## config.mk

```make
export PLATFORM = sky130hd
export DESIGN_NAME = multicycle_control
export DESIGN_NICKNAME = d
export VERILOG_FILES = /design/src/rtl/multicycle_control.sv
export SDC_FILE = /design/constraint.sdc
export NUM_CORES = 1
export LEC_CHECK = 0
export BUFFER_PORTS_ARGS = -buffer_cell sky130_fd_sc_hd__buf_2
export CORE_MARGIN = 2
export CORE_UTILIZATION = 30
export DETAILED_ROUTE_END_ITERATION = 12
export GPL_TIMING_DRIVEN = 0
export PLACE_DENSITY = 0.48
export SYNTH_ARGS = -nofsm -noshare
export SYNTH_HDL_FRONTEND = slang
export SYNTH_SLANG_ARGS = --single-unit
```

## constraint.sdc

```tcl
create_clock -name clk -period 2.05 [get_ports clk]
set_input_delay 0.205 -clock clk [delete_from_list [all_inputs] [get_ports clk]]
set_output_delay 0.205 -clock clk [all_outputs]
set_load 0.03 [all_outputs]
```

## src/rtl/multicycle_control.sv

```systemverilog
// Control FSM for the multi-cycle MIPS datapath (IR, A/B/ALUOut, shared memory).
// Latency: lw 5, sw/R/addi/slti 4, beq/j 3 cycles; stalls in FETCH/MEM_READ/MEM_WRITE until mem_ready.
module multicycle_control #(
  parameter int COUNT_WIDTH = 32
) (
  input  logic                   clk,
  input  logic                   reset,
  input  logic [5:0]             opcode,
  input  logic                   mem_ready,
  output logic                   pc_write,
  output logic                   pc_write_cond,
  output logic                   iord,
  output logic                   mem_read,
  output logic                   mem_write,
  output logic                   ir_write,
  output logic                   mem_to_reg,
  output logic                   reg_dst,
  output logic                   reg_write,
  output logic                   alu_src_a,
  output logic [1:0]             alu_src_b,
  output logic [1:0]             alu_op,
  output logic [1:0]             pc_source,
  output logic                   illegal_op,
  output logic                   retire,
  output logic [3:0]             state,
  output logic [COUNT_WIDTH-1:0] instr_count
);

  typedef enum logic [3:0] {
    S_IDLE      = 4'd0,
    S_FETCH     = 4'd1,
    S_DECODE    = 4'd2,
    S_MEM_ADDR  = 4'd3,
    S_MEM_READ  = 4'd4,
    S_MEM_WB    = 4'd5,
    S_MEM_WRITE = 4'd6,
    S_R_EXEC    = 4'd7,
    S_R_WB      = 4'd8,
    S_I_EXEC    = 4'd9,
    S_I_WB      = 4'd10,
    S_BRANCH    = 4'd11,
    S_JUMP      = 4'd12
  } state_t;

  localparam logic [5:0] OP_R    = 6'd0;
  localparam logic [5:0] OP_J    = 6'd2;
  localparam logic [5:0] OP_BEQ  = 6'd4;
  localparam logic [5:0] OP_ADDI = 6'd8;
  localparam logic [5:0] OP_SLTI = 6'd10;
  localparam logic [5:0] OP_LW   = 6'd35;
  localparam logic [5:0] OP_SW   = 6'd43;

  state_t cur;
  // lw/sw choice is captured in DECODE so MEM_ADDR ignores later opcode changes
  logic   is_store;
  logic   op_legal;

  assign state = cur;

  always_comb begin
    op_legal = 1'b0;
    case (opcode)
      OP_R, OP_J, OP_BEQ, OP_ADDI, OP_SLTI, OP_LW, OP_SW: op_legal = 1'b1;
      default: op_legal = 1'b0;
    endcase
  end

  always_ff @(posedge clk or posedge reset) begin
    if (reset) begin
      cur         <= S_IDLE;
      is_store    <= 1'b0;
      instr_count <= '0;
    end else begin
      if (retire) instr_count <= instr_count + COUNT_WIDTH'(1);
      case (cur)
        S_IDLE:      cur <= S_FETCH;
        S_FETCH:     if (mem_ready) cur <= S_DECODE;
        S_DECODE: begin
          is_store <= (opcode == OP_SW);
          case (opcode)
            OP_LW, OP_SW:     cur <= S_MEM_ADDR;
            OP_R:             cur <= S_R_EXEC;
            OP_ADDI, OP_SLTI: cur <= S_I_EXEC;
            OP_BEQ:           cur <= S_BRANCH;
            OP_J:             cur <= S_JUMP;
            default:          cur <= S_FETCH;
          endcase
        end
        S_MEM_ADDR:  cur <= is_store ? S_MEM_WRITE : S_MEM_READ;
        S_MEM_READ:  if (mem_ready) cur <= S_MEM_WB;
        S_MEM_WRITE: if (mem_ready) cur <= S_FETCH;
        S_R_EXEC:    cur <= S_R_WB;
        S_I_EXEC:    cur <= S_I_WB;
        default:     cur <= S_FETCH;
      endcase
    end
  end

  // Outputs decode straight from the state register so reset clears them at once.
  always_comb begin
    pc_write      = 1'b0;
    pc_write_cond = 1'b0;
    iord          = 1'b0;
    mem_read      = 1'b0;
    mem_write     = 1'b0;
    ir_write      = 1'b0;
    mem_to_reg    = 1'b0;
    reg_dst       = 1'b0;
    reg_write     = 1'b0;
    alu_src_a     = 1'b0;
    alu_src_b     = 2'b00;
    alu_op        = 2'b00;
    pc_source     = 2'b00;
    illegal_op    = 1'b0;
    retire        = 1'b0;
    case (cur)
      S_FETCH: begin
        mem_read  = 1'b1;
        alu_src_b = 2'b01;
        alu_op    = 2'b11;
        ir_write  = mem_ready;
        pc_write  = mem_ready;
      end
      S_DECODE: begin
        alu_src_b  = 2'b11;
        alu_op     = 2'b11;
        illegal_op = !op_legal;
      end
      S_MEM_ADDR: begin
        alu_src_a = 1'b1;
        alu_src_b = 2'b10;
        alu_op    = 2'b11;
      end
      S_MEM_READ: begin
        mem_read = 1'b1;
        iord     = 1'b1;
      end
      S_MEM_WB: begin
        reg_write  = 1'b1;
        mem_to_reg = 1'b1;
        retire     = 1'b1;
      end
      S_MEM_WRITE: begin
        mem_write = 1'b1;
        iord      = 1'b1;
        retire    = mem_ready;
      end
      S_R_EXEC: alu_src_a = 1'b1;
      S_R_WB: begin
        reg_write = 1'b1;
        reg_dst   = 1'b1;
        retire    = 1'b1;
      end
      S_I_EXEC: begin
        alu_src_a = 1'b1;
        alu_src_b = 2'b10;
        alu_op    = (opcode == OP_SLTI) ? 2'b10 : 2'b11;
      end
      S_I_WB: begin
        reg_write = 1'b1;
        retire    = 1'b1;
      end
      S_BRANCH: begin
        alu_src_a     = 1'b1;
        alu_op        = 2'b01;
        pc_write_cond = 1'b1;
        pc_source     = 2'b01;
        retire        = 1'b1;
      end
      S_JUMP: begin
        pc_write  = 1'b1;
        pc_source = 2'b10;
        retire    = 1'b1;
      end
      default: ;
    endcase
  end

endmodule

```

* Yosys cells after proc, flatten, opt, wreduce, memory -nomap -nowiden *
Cells that the tools add are included.

word-level totals
  register bits = 37

cells by class
  mux-type cells = 23
  equality and inequality tests = 21
  add/subtract/negate cells = 1
  reduce and logical (&&, ||, !) cells = 13

operator list
  kind                                                                   count
  32-bit by 1-bit adder with 32-bit output, second input constant        1
  4-bit one-hot mux with 7 select lines                                  1
  4-bit equality test, second input constant                             5
  4-bit one-hot mux with 5 select lines                                  1
  4-bit by 3-bit equality test with 1-bit output, second input constant  4
  6-bit by 4-bit equality test with 1-bit output, second input constant  2
  6-bit equality test, second input constant                             2
  1-bit 2-to-1 mux                                                       12
  4-bit 2-to-1 mux                                                       3
  2-bit one-hot mux with 3 select lines                                  2
  2-bit OR reduction                                                     5
  4-bit by 2-bit equality test with 1-bit output, second input constant  2
  7-bit OR reduction                                                     1
  6-bit by 2-bit equality test with 1-bit output, second input constant  1
  6-bit by 3-bit equality test with 1-bit output, second input constant  1
  6-bit zero test                                                        1
  2-bit != test, second input constant                                   3
  3-bit OR reduction                                                     2
  5-bit OR reduction                                                     1
  4-bit by 1-bit equality test with 1-bit output, second input constant  1
  1-bit one-hot mux with 2 select lines                                  2
  2-bit one-hot mux with 2 select lines                                  1
  4-bit OR reduction                                                     1
  3-bit AND reduction                                                    1
  2 further kinds                                                        2

* Longest topological paths before layout *
  depth after elaboration = 5
  mapped depth = 7
  depth with buffers taken out = 6

* Worst setup path after synthesis *
No wires, ideal clock.

  kind = register -> register
  start = register cur[0] (netlist: state[0])
  end = register instr_count[17]
  period minus slack after synthesis = 2151 ps
  data required time = 1917 ps
  cell stages (with the launch flop) = 7
  arrival time = 2018 ps
  path slack = -101 ps
  path through = dfrtp_1 buf_2 and4bb_1 a21oi_2 a21bo_4 or3_4 xnor2_2

on the way
  word-level cells in the longest chain between the ends = 3
  elaborated cells between the ends (all ways) = 8
  classes of those cells = eq/ne: 6; mux: 1; reduce/logical: 1

RTL lines
  item                                                                                          RTL line  RTL
  from (decl)                                                                                   53        state_t cur;
  from (signal assigned)                                                                        89        S_MEM_ADDR: cur <= is_store ? S_MEM_WRITE : S_MEM_READ;
  4-bit equality test / 4-bit by 3-bit equality test with 1-bit output (equally long branches)  116       case (cur)
  5-bit OR reduction (no source line)                                                           --
  1-bit one-hot mux with 2 select lines (*)                                                     116
  to (signal assigned)                                                                          74        if (retire) instr_count <= instr_count + COUNT_WIDTH'(1);
  to (decl)                                                                                     26        output logic [COUNT_WIDTH-1:0] instr_count

Mark *: on every way between the ends. The rest lies on a longest branch, timed or not.
A chain may end at the register's enable or synchronous reset.

* Final worst setup path *
  start = register cur[3] (netlist: state[3])
  end = output port retire

on the way
  word-level cells in the longest chain between the ends = 3
  elaborated cells between the ends (all ways) = 8
  classes of those cells = eq/ne: 6; mux: 1; reduce/logical: 1

RTL lines
  item                                                                                          RTL line  RTL
  4-bit equality test / 4-bit by 3-bit equality test with 1-bit output (equally long branches)  116
  5-bit OR reduction (no source line)                                                           --
  1-bit one-hot mux with 2 select lines (*)                                                     116
  to (decl)                                                                                     24        output logic retire,

Marked as above.

==> qor.txt <==
Synthesis warning total: 0
Die area: 7490 um^2
Top Ports: 63
Clock Latency Late Sink: 0.28 ns
Cell taking the most area after synthesis: dfrtp_1
Detailed Routing Iterations Pass 1: 4
Register area share after synthesis: 45.3%
Number of core rows: 30
Final setup fails: 0
Vias: 1816
Hold/Removal Path Class: in -> async
Layout Cells excl Fill: 366
Worst path bufs/invs: 2
CP required: 1.85 ns
First-pass GRT wire length: 8.31 mm
Cell Chain, Critical Path: and4bb_4, a21oi_4, and2_4, inv_1, clkbuf_4
Post-Syn Area per Cell: 9.47 um^2
GR Overflow Total: 0
Ant diodes: 0
Syn-to-layout area delta: 25.6%
Root Buffer: clkbuf_8
Async S/R FF share, synth: 100%
Filler instances: 720
Antenna viol nets, final: 0
VDD IR max: 0.000494 V
Clock Skew: 0.00591 ns
Die Y: 86.6 um
Netlist cell types: 43
Total GRT Usage: 14.0%
Final WL: 4.98 mm
Slew headroom: 47.2%
Final hold viol count: 0
Max-Cap Viols: 0
Max stage delay on crit path: 0.50 ns
Worst Path Max Fanout: 9
WP data arrival: 1.76 ns
Placer Congestion: 0.750
CTS tree: built
Post-CTS Setup Bufs: 0
Unrepaired setup endpoints after global routing: yes
Mapped Area: 2040 um^2
Final #Nets: 295
Cell Area, Placed: 2460 um^2
CP Launch Type: flip-flop
Largest net degree at the start of global routing: 38
Outcome: finished, final reports clean
H-tree levels: 2
Clock sinks: 37
Core area: 6680 um^2
Wire per inst: 13.6 um
CP Capture Type: output pin
PwrDens: 1120 nW/um^2
Commonest non-fill, non-tap cell in the layout: buf_2
Max Freq: 0.508 GHz
PostCTS Resize Cnt: 1
Critical-path top delay cell: dfrtp_1
HPWL Detailed: 3.61 mm
Vias in the first global route: 1699
Number of synthesized flops with an enable pin: 0
#FFs+latches synth: 37
Main synth FF type: dfrtp_1
Synth top area cells: dfrtp_1, xnor2_1, nand2_1
Starting Density: 30.6%
Power, Total: 2.87 mW
Final Instance Area: 2570 um^2
Worst-Margin Slew: 0.791 ns
Die W: 86.6 um
Top-area cell type share of the netlist area: 45.3%
Final Critical Period: 1.97 ns
Leakage power: 1.17 nW
TritonCTS buffer count: 5
Max-slew violation count: 0
DRT iter0 DRCs: 103
Multi-input gate area: 1090 um^2
Vias per cell: 4.96
Worst-path clk slew: 0.07 ns
Type of the worst setup path: reg -> out
Syn_nets: 226
Layout cells sized above 1: 29.4%
Hold slack: 0.0622 ns
Number of port buffers: 62
Cell family with most CP delay: simple AND/OR/NAND/NOR gates
Antenna violations before repair: 0
DRC: 0
Synth Instances: 216
CTS Hold Buffers Added: 0
Tcrit/Tclk final: 96.0%
Most frequent cells in the layout: buf_2, dfrtp_1, nand2_1
Register area: 926 um^2
CTS Buffer Depth: 2
DP Cell Count: 358
synth_stat cells (2+ instances only):
cell type  instances
clkbuf_1           3
nand4b_1           2
a21oi_1            6
nor3_1            16
nor2b_1            3
and4_1             2
nand2b_1           5
o22ai_1            2
xor2_1             7
and3_1             7
nor4_2             2
nand3_1           16
nand4_1            8
nor2_1            13
nand2_1           27
and2_1             2
dfrtp_1           37
a21oi_2            2
a21o_1             2
xnor2_1           24
inv_1              5
o21ai_0            3
a211oi_1           2
cell type report:
type                       instances  area share [%]
clock buffer                       8            3.12
inverter                           5           0.731
timing repair buffer              62            12.2
sequential                        37            36.1
buffer                             7            1.56
tap                               80            3.90
multi-input combinational        167            42.4
cells by family (layout without fill, tap and decap cells):
| kind of cell | count (synthesis) | count (layout) | share of synthesized area, % |
|---|---|---|---|
| simple gates | 108 | 108 | 28.0 |
| compound gates | 25 | 25 | 8.75 |
| fa+ha+maj | 1 | 1 | 0.612 |
| xor+xnor | 32 | 32 | 14.1 |
| buf+inv | 12 | 82 | 2.81 |
| mux | 1 | 1 | 0.490 |
| flops | 37 | 37 | 45.3 |
where the power goes:
part | internal [mW] | switching, mW
clock | 0.242 | 0.245
combinational | 0.465 | 0.975
sequential | 0.822 | 0.121
total | 1.53 | 1.34
worst register-to-register path: stages (launching register included):
cell and delay [ns]:
dfrtp_1 0.39, buf_6 0.14, nand2b_1 0.20, a21o_4 0.26, a21bo_4 0.24, or3_4 0.39
xnor2_2 0.13
state kept, by name, indices dropped and copies added (netlist names):
name,count
state,4
instr_count,32
is_store,1
layer usage:
metal / track usage [%] / part of all wire [%]
met1: 20.3 / 49
met2: 20.5 / 44
met3: 3.62 / 5.8
met4: 4.12 / 1.1
met5: 0 / 0
per-stage QoR:
step | util (%) | setup TNS, ns | setup slack (ns)
6_report | 38.4 | 0 | 0.0819
4_1_cts | 38.1 | 0 | 0.00886
3_5_place_dp | 36.8 | 0 | 0.112
5_1_grt | 38.4 | -0.0256 | -0.0256
2_1_floorplan | - | 0 | 0.0321
3_3_place_gp | 36.8 | 0 | 0.111
path summary, 6_finish.rpt:
| check | end | startpoint | cells after the start | slack (ns) |
|---|---|---|---|---|
| hold reg to reg | instr_count[31]$_DFFE_PP0P_ | instr_count[31]$_DFFE_PP0P_ | 1 | 0.46 |
| min in group clk | is_store$_DFFE_PP0P_ | opcode[0] | 3 | 0.22 |
| setup reg to reg | instr_count[17]$_DFFE_PP0P_ | state[1]$_DFFE_PP0P_ | 6 | 0.18 |
| max in group asynchronous | instr_count[11]$_DFFE_PP0P_ | reset | 2 | 1.47 |
| setup / recovery | retire | state[3]$_DFFE_PP0P_ | 5 | 0.08 |
| hold / removal | instr_count[29]$_DFFE_PP0P_ | reset | 2 | 0.06 |
(Power assumes the default switching activity.)
